**src/rtl/stream_median_filter.sv**
```systemverilog
// Sliding-window median filter: WIN-sample window, per-element rank counting, 3-stage pipeline.
// Optional MEDIAN_MINMAX_EN adds window min/max outputs aligned with out_data.

module median_rank #(
  parameter int DW  = 8,
  parameter int WIN = 5,
  parameter int IDX = 0
) (
  input  logic [WIN-1:0][DW-1:0] win_i,
  output logic [3:0]             rank_o
);
  // Ties are broken by position so the ranks always form a permutation.
  always_comb begin
    rank_o = '0;
    for (int j = 0; j < WIN; j++) begin
      if (j != IDX) begin
        if ((win_i[j] < win_i[IDX]) || ((win_i[j] == win_i[IDX]) && (j < IDX)))
          rank_o = rank_o + 4'd1;
      end
    end
  end
endmodule

module stream_median_filter #(
  parameter int DW  = 8,
  parameter int WIN = 5
) (
  input  logic          clk,
  input  logic          ngreset,
  input  logic          clr,
  input  logic          in_valid,
  input  logic [DW-1:0] in_data,
  output logic          out_valid,
  output logic [DW-1:0] out_data,
  output logic [3:0]    fill_cnt
`ifdef MEDIAN_MINMAX_EN
  ,
  output logic [DW-1:0] out_min,
  output logic [DW-1:0] out_max
`endif
);
  localparam int          STAGES  = 3;
  localparam logic [3:0]  WIN_C   = 4'(WIN);
  localparam logic [3:0]  FULL_M1 = 4'(WIN - 1);
  localparam logic [3:0]  MID     = 4'((WIN - 1) / 2);

  if ((WIN % 2 == 0) || (WIN < 3) || (WIN > 15) || (DW < 2) || (DW > 32)) begin : g_bad_cfg
    $error("stream_median_filter: WIN must be odd in 3..15 and DW in 2..32");
  end

  logic [WIN-1:0][DW-1:0] win_q, ws1_q;
  logic [WIN-1:0][3:0]    rank_d, rank_q;
  logic [3:0]             fill_q;
  logic [STAGES-1:0]      vld_pipe_q;
  logic [DW-1:0]          out_data_q, med_d;

  for (genvar i = 0; i < WIN; i++) begin : g_rank
    median_rank #(.DW(DW), .WIN(WIN), .IDX(i)) u_rank (
      .win_i  (win_q),
      .rank_o (rank_d[i])
    );
  end

  // S0: window shift and fill tracking; clr takes priority over a new sample.
  always_ff @(posedge clk or negedge ngreset) begin
    if (!ngreset) begin
      win_q  <= '0;
      fill_q <= '0;
    end else if (clr) begin
      win_q  <= '0;
      fill_q <= '0;
    end else if (in_valid) begin
      win_q <= {win_q[WIN-2:0], in_data};
      if (fill_q != WIN_C) fill_q <= fill_q + 4'd1;
    end
  end

  // vld_pipe_q[0]=S0, [1]=S1, [2]=out_valid
  always_ff @(posedge clk or negedge ngreset) begin
    if (!ngreset)  vld_pipe_q <= '0;
    else if (clr)  vld_pipe_q <= '0;
    else           vld_pipe_q <= {vld_pipe_q[STAGES-2:0], in_valid && (fill_q >= FULL_M1)};
  end

  always_ff @(posedge clk or negedge ngreset) begin
    if (!ngreset) begin
      ws1_q  <= '0;
      rank_q <= '0;
    end else if (vld_pipe_q[0] && !clr) begin
      ws1_q  <= win_q;
      rank_q <= rank_d;
    end
  end

  always_comb begin
    med_d = '0;
    for (int i = 0; i < WIN; i++)
      if (rank_q[i] == MID) med_d = ws1_q[i];
  end

  always_ff @(posedge clk or negedge ngreset) begin
    if (!ngreset)                      out_data_q <= '0;
    else if (vld_pipe_q[1] && !clr)    out_data_q <= med_d;
  end

  assign out_valid = vld_pipe_q[STAGES-1];
  assign out_data  = out_data_q;
  assign fill_cnt  = fill_q;

`ifdef MEDIAN_MINMAX_EN
  logic [DW-1:0] min_d, max_d, min_q, max_q, out_min_q, out_max_q;

  always_comb begin
    min_d = win_q[0];
    max_d = win_q[0];
    for (int i = 1; i < WIN; i++) begin
      if (win_q[i] < min_d) min_d = win_q[i];
      if (win_q[i] > max_d) max_d = win_q[i];
    end
  end

  always_ff @(posedge clk or negedge ngreset) begin
    if (!ngreset) begin
      min_q     <= '0;
      max_q     <= '0;
      out_min_q <= '0;
      out_max_q <= '0;
    end else begin
      if (vld_pipe_q[0] && !clr) begin
        min_q <= min_d;
        max_q <= max_d;
      end
      if (vld_pipe_q[1] && !clr) begin
        out_min_q <= min_q;
        out_max_q <= max_q;
      end
    end
  end

  assign out_min = out_min_q;
  assign out_max = out_max_q;
`endif
endmodule

```
**config.mk**
```make
export PLATFORM = sky130hd
export DESIGN_NAME = stream_median_filter
export DESIGN_NICKNAME = d
export VERILOG_FILES = /design/src/rtl/stream_median_filter.sv
export SDC_FILE = /design/constraint.sdc
export NUM_CORES = 1
export LEC_CHECK = 0
export ABC_CLOCK_PERIOD_IN_PS = 9600
export CORE_ASPECT_RATIO = 1.4
export CORE_MARGIN = 3
export CORE_UTILIZATION = 50
export DETAILED_ROUTE_END_ITERATION = 10
export PLACE_DENSITY = 0.71
export SLEW_MARGIN = 10
export SYNTH_ARGS = -nofsm -noshare
export SYNTH_HDL_FRONTEND = slang
export SYNTH_HIERARCHICAL = 1
export SYNTH_SLANG_ARGS = --single-unit
export TNS_END_PERCENT = 1
```
**constraint.sdc**
```tcl
create_clock -name clk -period 9.6 [get_ports clk]
set_input_delay 1.92 -clock clk [delete_from_list [all_inputs] [get_ports clk]]
set_output_delay 1.92 -clock clk [all_outputs]
set_load 0.005 [all_outputs]
```
==> out/summary.txt <==
Hold Vio Cnt, Final: 0
Initial Util: 51.8%
P_leak: 4.92 nW
Final Power: 0.00156 W
Hold_sp: rank_q[13]$_DFFE_PN0P_
All-Layer GR Usage: 23.6%
Power share of the sequential group: 34.9%
Synth top area share: 31.5%
Critical Path Source Type: flip-flop
Crit path time final: 4.07 ns
Horiz. Die Dim: 120 microns
Maximum Capacitance Violations: 0
Most common cell after layout, fill and taps aside: ha_1
Worst R2R Path Depth: 14
Avg Vias per Cell: 6.06
# port buffers: 24
Largest net degree at the start of global routing: 74
Reg-to-Reg Start: win_q[13]$_DFFE_PN0P_
Mean Syn Cell Area: 10.4 sq um
Gpl congestion: 0.871
Synth area leader: dfrtp_1
Setup TNS: 0 ns
WS Path Type: flip-flop to flip-flop
Worst clock skew: 0.0103 ns
Hold EP: rank_q[13]$_DFFE_PN0P_
Num ports: 25
EDFF count, synth: 0
CTS root buf: clkbuf_16
Hold buffers post-CTS: 0
FF+latch count, synth: 115
Reg area: 2880 sq um
Clk buf depth: 2
Wire length of the first global-routing pass: 36,800 microns
CTS clk-pin slew, worst paths: 0.06 ns
Most frequent cells in the layout: 167 x ha_1, 115 x dfrtp_1, 65 x nor2_1
CTS tree: yes
First-pass iteration count of the detailed router: 5
Via count: 6,936
Fill count: 1,547
F_max: 0.246 GHz
DR DRC count: 0
Max-slew headroom: 35.8%
Worst Path Required: 9.90 ns
Antenna violations before repair: 0
Status: complete, no violations
R2R Path End: rank_q[6]$_DFFE_PN0P_
Vias in the first global route: 6,806
Post-synth net total: 1,054
Post-DRT Antenna Nets: 0
Post-Syn Instances: 875
R2R setup slack: 5.53 ns
CTS buffer count: 17
Hold WS: 0.498 ns
Clock power share: 40.5%
Die H: 166 microns
FFs w/ async S/R, synth: 100%
Seq/Total Area, Yosys: 31.5%
Int Pwr: 0.00109 W
Yosys warns: 6
First-iteration detailed-routing DRC count: 384
Hold path depth: 1
Num Clock Sinks: 115
Final setup viols: 0
Multi-input gate area: 5880 sq um
Cell row count: 57
Postcts setup bufs: 0
P_sw: 0.000469 W
CP max FO: 8
Post-CTS Resized: 0
Area Growth Syn to Fin: 11.1%
Top FF cell, synth: dfrtp_1
VDD IR max: 0.0000916 V
Slew Viols, Final: 0
Die area: 19,900 sq um
Grt total ovfl: 0
Number of antenna diodes: 0
Detailed placer's ending HPWL: 16,600 microns
Sw Share: 30.1%
Share of cells above drive strength 1: 14.5%
Final cycle utilization of the critical path: 42.3%
Detailed-route wire length per cell: 20.1 microns
Later-pin clock latency in the skew report: 0.42 ns
Pwr dens: 154 nW/um^2
Synth Cell Area: 9130 sq um
Netlist cell types: 79
Worst Hold Class: flip-flop to flip-flop
Worst-margin pin slew: 0.960 ns
WP data arrival: 4.37 ns
Final layout net count: 1,076
Comb pwr share: 24.6%
Largest cells by area after synthesis: dfrtp_1 32%, ha_1 23%, mux2_2 7.9%
DRT Wirelength: 23,000 microns
H-tree depth: 4
Crit end category: flip-flop
RSZ-0062 raised after global routing: false
Core area: 17,600 sq um
sequential cells by signal, summed over array words and instances (netlist names):
| name | flops |
|---|---|
| win_q | 40 |
| rank_q | 20 |
| ws1_q | 40 |
| vld_pipe_q | 3 |
| out_data | 8 |
| fill_cnt | 4 |
cells by family after synthesis:
family	Yosys count	synth area share, %
buffers and inverters	88	4.07
AOI/OAI and AO/OA	194	15.4
DFF	115	31.5
and+or+nand+nor	185	11.4
other	5	0.206
adders and majority gates	167	22.9
xor gates and xnor gates	15	1.85
muxes	106	12.6
synthesized netlist by cell type, types with 6 or more instances:
library cell,number
ha_1,167
dfrtp_1,115
nor2_1,65
mux2_2,64
inv_1,62
mux2i_1,41
a21oi_1,38
a21o_1,29
nand4_1,23
nand2_1,21
o21ai_0,20
a221oi_1,19
nor2b_1,18
o22ai_1,14
buf_2,11
o32ai_1,11
o21a_1,9
a211oi_1,8
nand2b_1,8
nor3_1,7
o21ai_1,7
xor2_1,7
nand3_1,6
area by class of cell:
class                           instances  area share [%]
Clock buffer                           20            4.50
Clock inverter                         11            1.27
Inverter                               63            2.34
Multi-Input combinational cell        672            58.0
Sequential cell                       115            28.4
Tap cell                              236            2.91
Timing Repair Buffer                   28            2.54
through the flow:
stage          instance area [sq um]  worst slack [ns]  utilization (%)  std cells
6_report                       10100              5.53             57.6       1145
4_1_cts                        10100              5.55             57.6       1145
5_1_grt                        10100              5.25             57.6       1145
2_1_floorplan                   9130              6.00                -        875
3_3_place_gp                    9550              5.70             54.2       1114
3_5_place_dp                    9550              5.55             54.2       1114
power groups by stage:
| stage | logic [W] | registers, W | clock network, W |
|---|---|---|---|
| finish | 0.000383 | 0.000545 | 0.000632 |
| global route | 0.000428 | 0.000548 | 0.000662 |
| CTS | 0.000384 | 0.000545 | 0.000642 |
| detailed placement | 0.000382 | 0.000553 | 0 |
| global placement | 0.000373 | 0.000552 | 0 |
| floorplan | 0.000287 | 0.000541 | 0 |
metal layers:
| metal | GRT usage (%) | wire length (microns) |
|---|---|---|
| met5 | 0 | 0 |
| met4 | 9.97 | 743 |
| met3 | 3.51 | 858 |
| met2 | 40.4 | 11400 |
| met1 | 29.6 | 10000 |
worst max path at each step:
stage,startpoint,to,slack (ns),depth (start not counted)
after floorplan,win_q[13]$_DFFE_PN0P_,rank_q[6]$_DFFE_PN0P_,6.00,14
after global placement,win_q[13]$_DFFE_PN0P_,rank_q[6]$_DFFE_PN0P_,5.70,14
after detailed placement,win_q[13]$_DFFE_PN0P_,rank_q[6]$_DFFE_PN0P_,5.55,14
after CTS,win_q[13]$_DFFE_PN0P_,rank_q[6]$_DFFE_PN0P_,5.55,14
after global routing,win_q[13]$_DFFE_PN0P_,rank_q[6]$_DFFE_PN0P_,5.25,14
final,win_q[13]$_DFFE_PN0P_,rank_q[6]$_DFFE_PN0P_,5.53,14
critical path, stage by stage (launching register included):
cell and delay, ns:
dfrtp_1 0.51, inv_1 0.16, ha_1 0.33, a2111oi_0 0.69
nor2b_1 0.25, a221o_1 0.16, ha_1 0.28, nor2b_1 0.17
a311o_1 0.36, nor3_2 0.18, ha_1 0.19, inv_1 0.04
a2111oi_2 0.24, xor2_1 0.11, mux2_2 0.27
No activity file was read; power rests on OpenSTA's default activity.
==> RTL edit (same settings) <==
Add an input register stage for `in_valid` and `in_data`; this delays them by one clock. The other inputs are not delayed to match.
--- a/src/rtl/stream_median_filter.sv
+++ b/src/rtl/stream_median_filter.sv
@@ -45,4 +45,12 @@
   localparam logic [3:0]  MID     = 4'((WIN - 1) / 2);
 
+  logic in_valid_q;
+  logic [DW-1:0] in_data_q;
+
+  always_ff @(posedge clk) begin
+    in_valid_q <= in_valid;
+    in_data_q  <= in_data;
+  end
+
   if ((WIN % 2 == 0) || (WIN < 3) || (WIN > 15) || (DW < 2) || (DW > 32)) begin : g_bad_cfg
     $error("stream_median_filter: WIN must be odd in 3..15 and DW in 2..32");
@@ -70,6 +78,6 @@
       win_q  <= '0;
       fill_q <= '0;
-    end else if (in_valid) begin
-      win_q <= {win_q[WIN-2:0], in_data};
+    end else if (in_valid_q) begin
+      win_q <= {win_q[WIN-2:0], in_data_q};
       if (fill_q != WIN_C) fill_q <= fill_q + 4'd1;
     end
@@ -80,5 +88,5 @@
     if (!ngreset)  vld_pipe_q <= '0;
     else if (clr)  vld_pipe_q <= '0;
-    else           vld_pipe_q <= {vld_pipe_q[STAGES-2:0], in_valid && (fill_q >= FULL_M1)};
+    else           vld_pipe_q <= {vld_pipe_q[STAGES-2:0], in_valid_q && (fill_q >= FULL_M1)};
   end
 
Check against the original RTL: not equivalent (Yosys sat finds a counterexample within 4 cycles, from zero or initial values and one cycle with ngreset low).
==> RTL edit against the original RTL <==
- clock power down 3.3%
- routed wire length rose by 2.5%
- cell count rose by 1.2%
- sequential cell count grew 9
- combinational power is 19% higher
- hold slack got worse by 17 ps
- via count increased by 0.40%
- sequential share of layout area rose by 1.3 points
- synthesized area up 2.0%
- total power up 8.8%
- final area increased by 1.6%
- worst setup slack worse by 83 ps
- non-clock buffer count unchanged
- critical path depth did not move
- critical path type unchanged
- critical endpoint unchanged
- largest cell class unchanged
==> RTL edit: results (changes against the original RTL) <==
- Slew margin rel.: 37.9% (+2.0 points)
- DP Area: 9740 um^2 (+2.0%)
- First-pass GRT wire length: 38.9 mm (+5.6%)
- Synth area leaders: dfrtp_1 31%, ha_1 22%, mux2_2 7.7%
- Hold path cells: 2 (+1)
- Clock Skews: 9.98 ps (-0.292 ps)
- Yosys cell types: 80 (+1.3%)
- Peak supply drop: 125 uV (+37%)
- GP Congestion: 0.887 (+1.8%)
- Register area share after synthesis: 32.9% (+1.3 points)
- Fraction of layout cells with a size suffix above 1: 14.6% (+0.060 points)
- Vias after detailed routing: 6964 (+0.40%)
- Flop-to-flop setup slack: 5450 ps (-80 ps)
- All-Layer GR Usage: 24.7% (+1.1 points)
- Synth Net Count: 1063 (+0.85%)
- WHS Endpoint: win_q[2]$_DFFE_PN0P_
- DRT iter0 DRCs: 450 (+17%)
- Fin worst setup slack: 5450 ps (-83.1 ps)
- Vias in the first global route: 7093 (+4.2%)
- Post-Synth XOR/XNOR Area: 1.82% (-0.036 points)
- Hold Path Origin: in_data_q[2]$_DFF_P_
- Post-synthesis adder-cell area fraction: 22.5% (-0.44 points)
- Switching share of power: 32.2% (+2.2 points)
- R2r startpoint: win_q[13]$_DFFE_PN0P_
- Initial antenna violation count: 0 (unchanged)
- WP data arrival: 4460 ps (+90 ps)
- Post-synthesis mux area share: 12.3% (-0.24 points)
- Status: completed
- WL final: 23.6 mm (+2.5%)
- Async SR Flop Fraction: 92.7% (-7.3 points)
- P_leak: 0.00493 uW (+0.20%)
## RTL edit: cell count changes in the layout (fill, tap and decap cells not counted), sizes merged
cell and delta:
buf -1, bufinv -2, clkinvlp +1, dfxtp +9
inv +3, clkdlybuf4s50 +1, clkbuf -1
## RTL edit: layer usage
layer	GRT usage [%]	share of wire [%]
met1	30.9	43
met2	41.6	49
met3	4.49	4.3
met4	10.8	4.2
met5	0	0
## RTL edit: final cells by class
| cell class | count | area, um^2 |
|---|---|---|
| multi-input cells | 672 | 5880 |
| clock buffers | 19 | 453 |
| fillers | 1606 | 7840 |
| inverters | 63 | 238 |
| flip-flops and latches | 124 | 3060 |
| clock inverters | 13 | 108 |
| well taps | 240 | 300 |
| repair buffers | 28 | 263 |
## RTL edit: critical path, cell delays in order, from the launching register on
cell and delay, ps:
dfrtp_1 500, inv_1 150, ha_1 330, a2111oi_0 820
nor2b_1 250, a221o_1 160, ha_1 280, nor2b_1 170
a311o_1 360, nor3_2 170, ha_1 180, inv_1 50
a2111oi_2 230, xor2_1 110, mux2_2 260
## RTL edit: stage by stage
step	std cells	hold slack, ps	utilization, %	power (uW)
floorplan	884	449	-	962
global placement	1127	453	53.7	1080
detailed placement	1127	468	53.7	1090
CTS	1159	485	56.8	1710
global route	1159	519	56.8	1800
finish	1159	481	56.8	1700
## RTL edit: power by group through the flow
stage	Sequential, uW	Clock (uW)	Combinational, uW
final	630	611	456
after global routing	638	647	513
after global placement	637	0	447
after CTS	630	622	457
after floorplan	620	0	342
after detailed placement	639	0	455
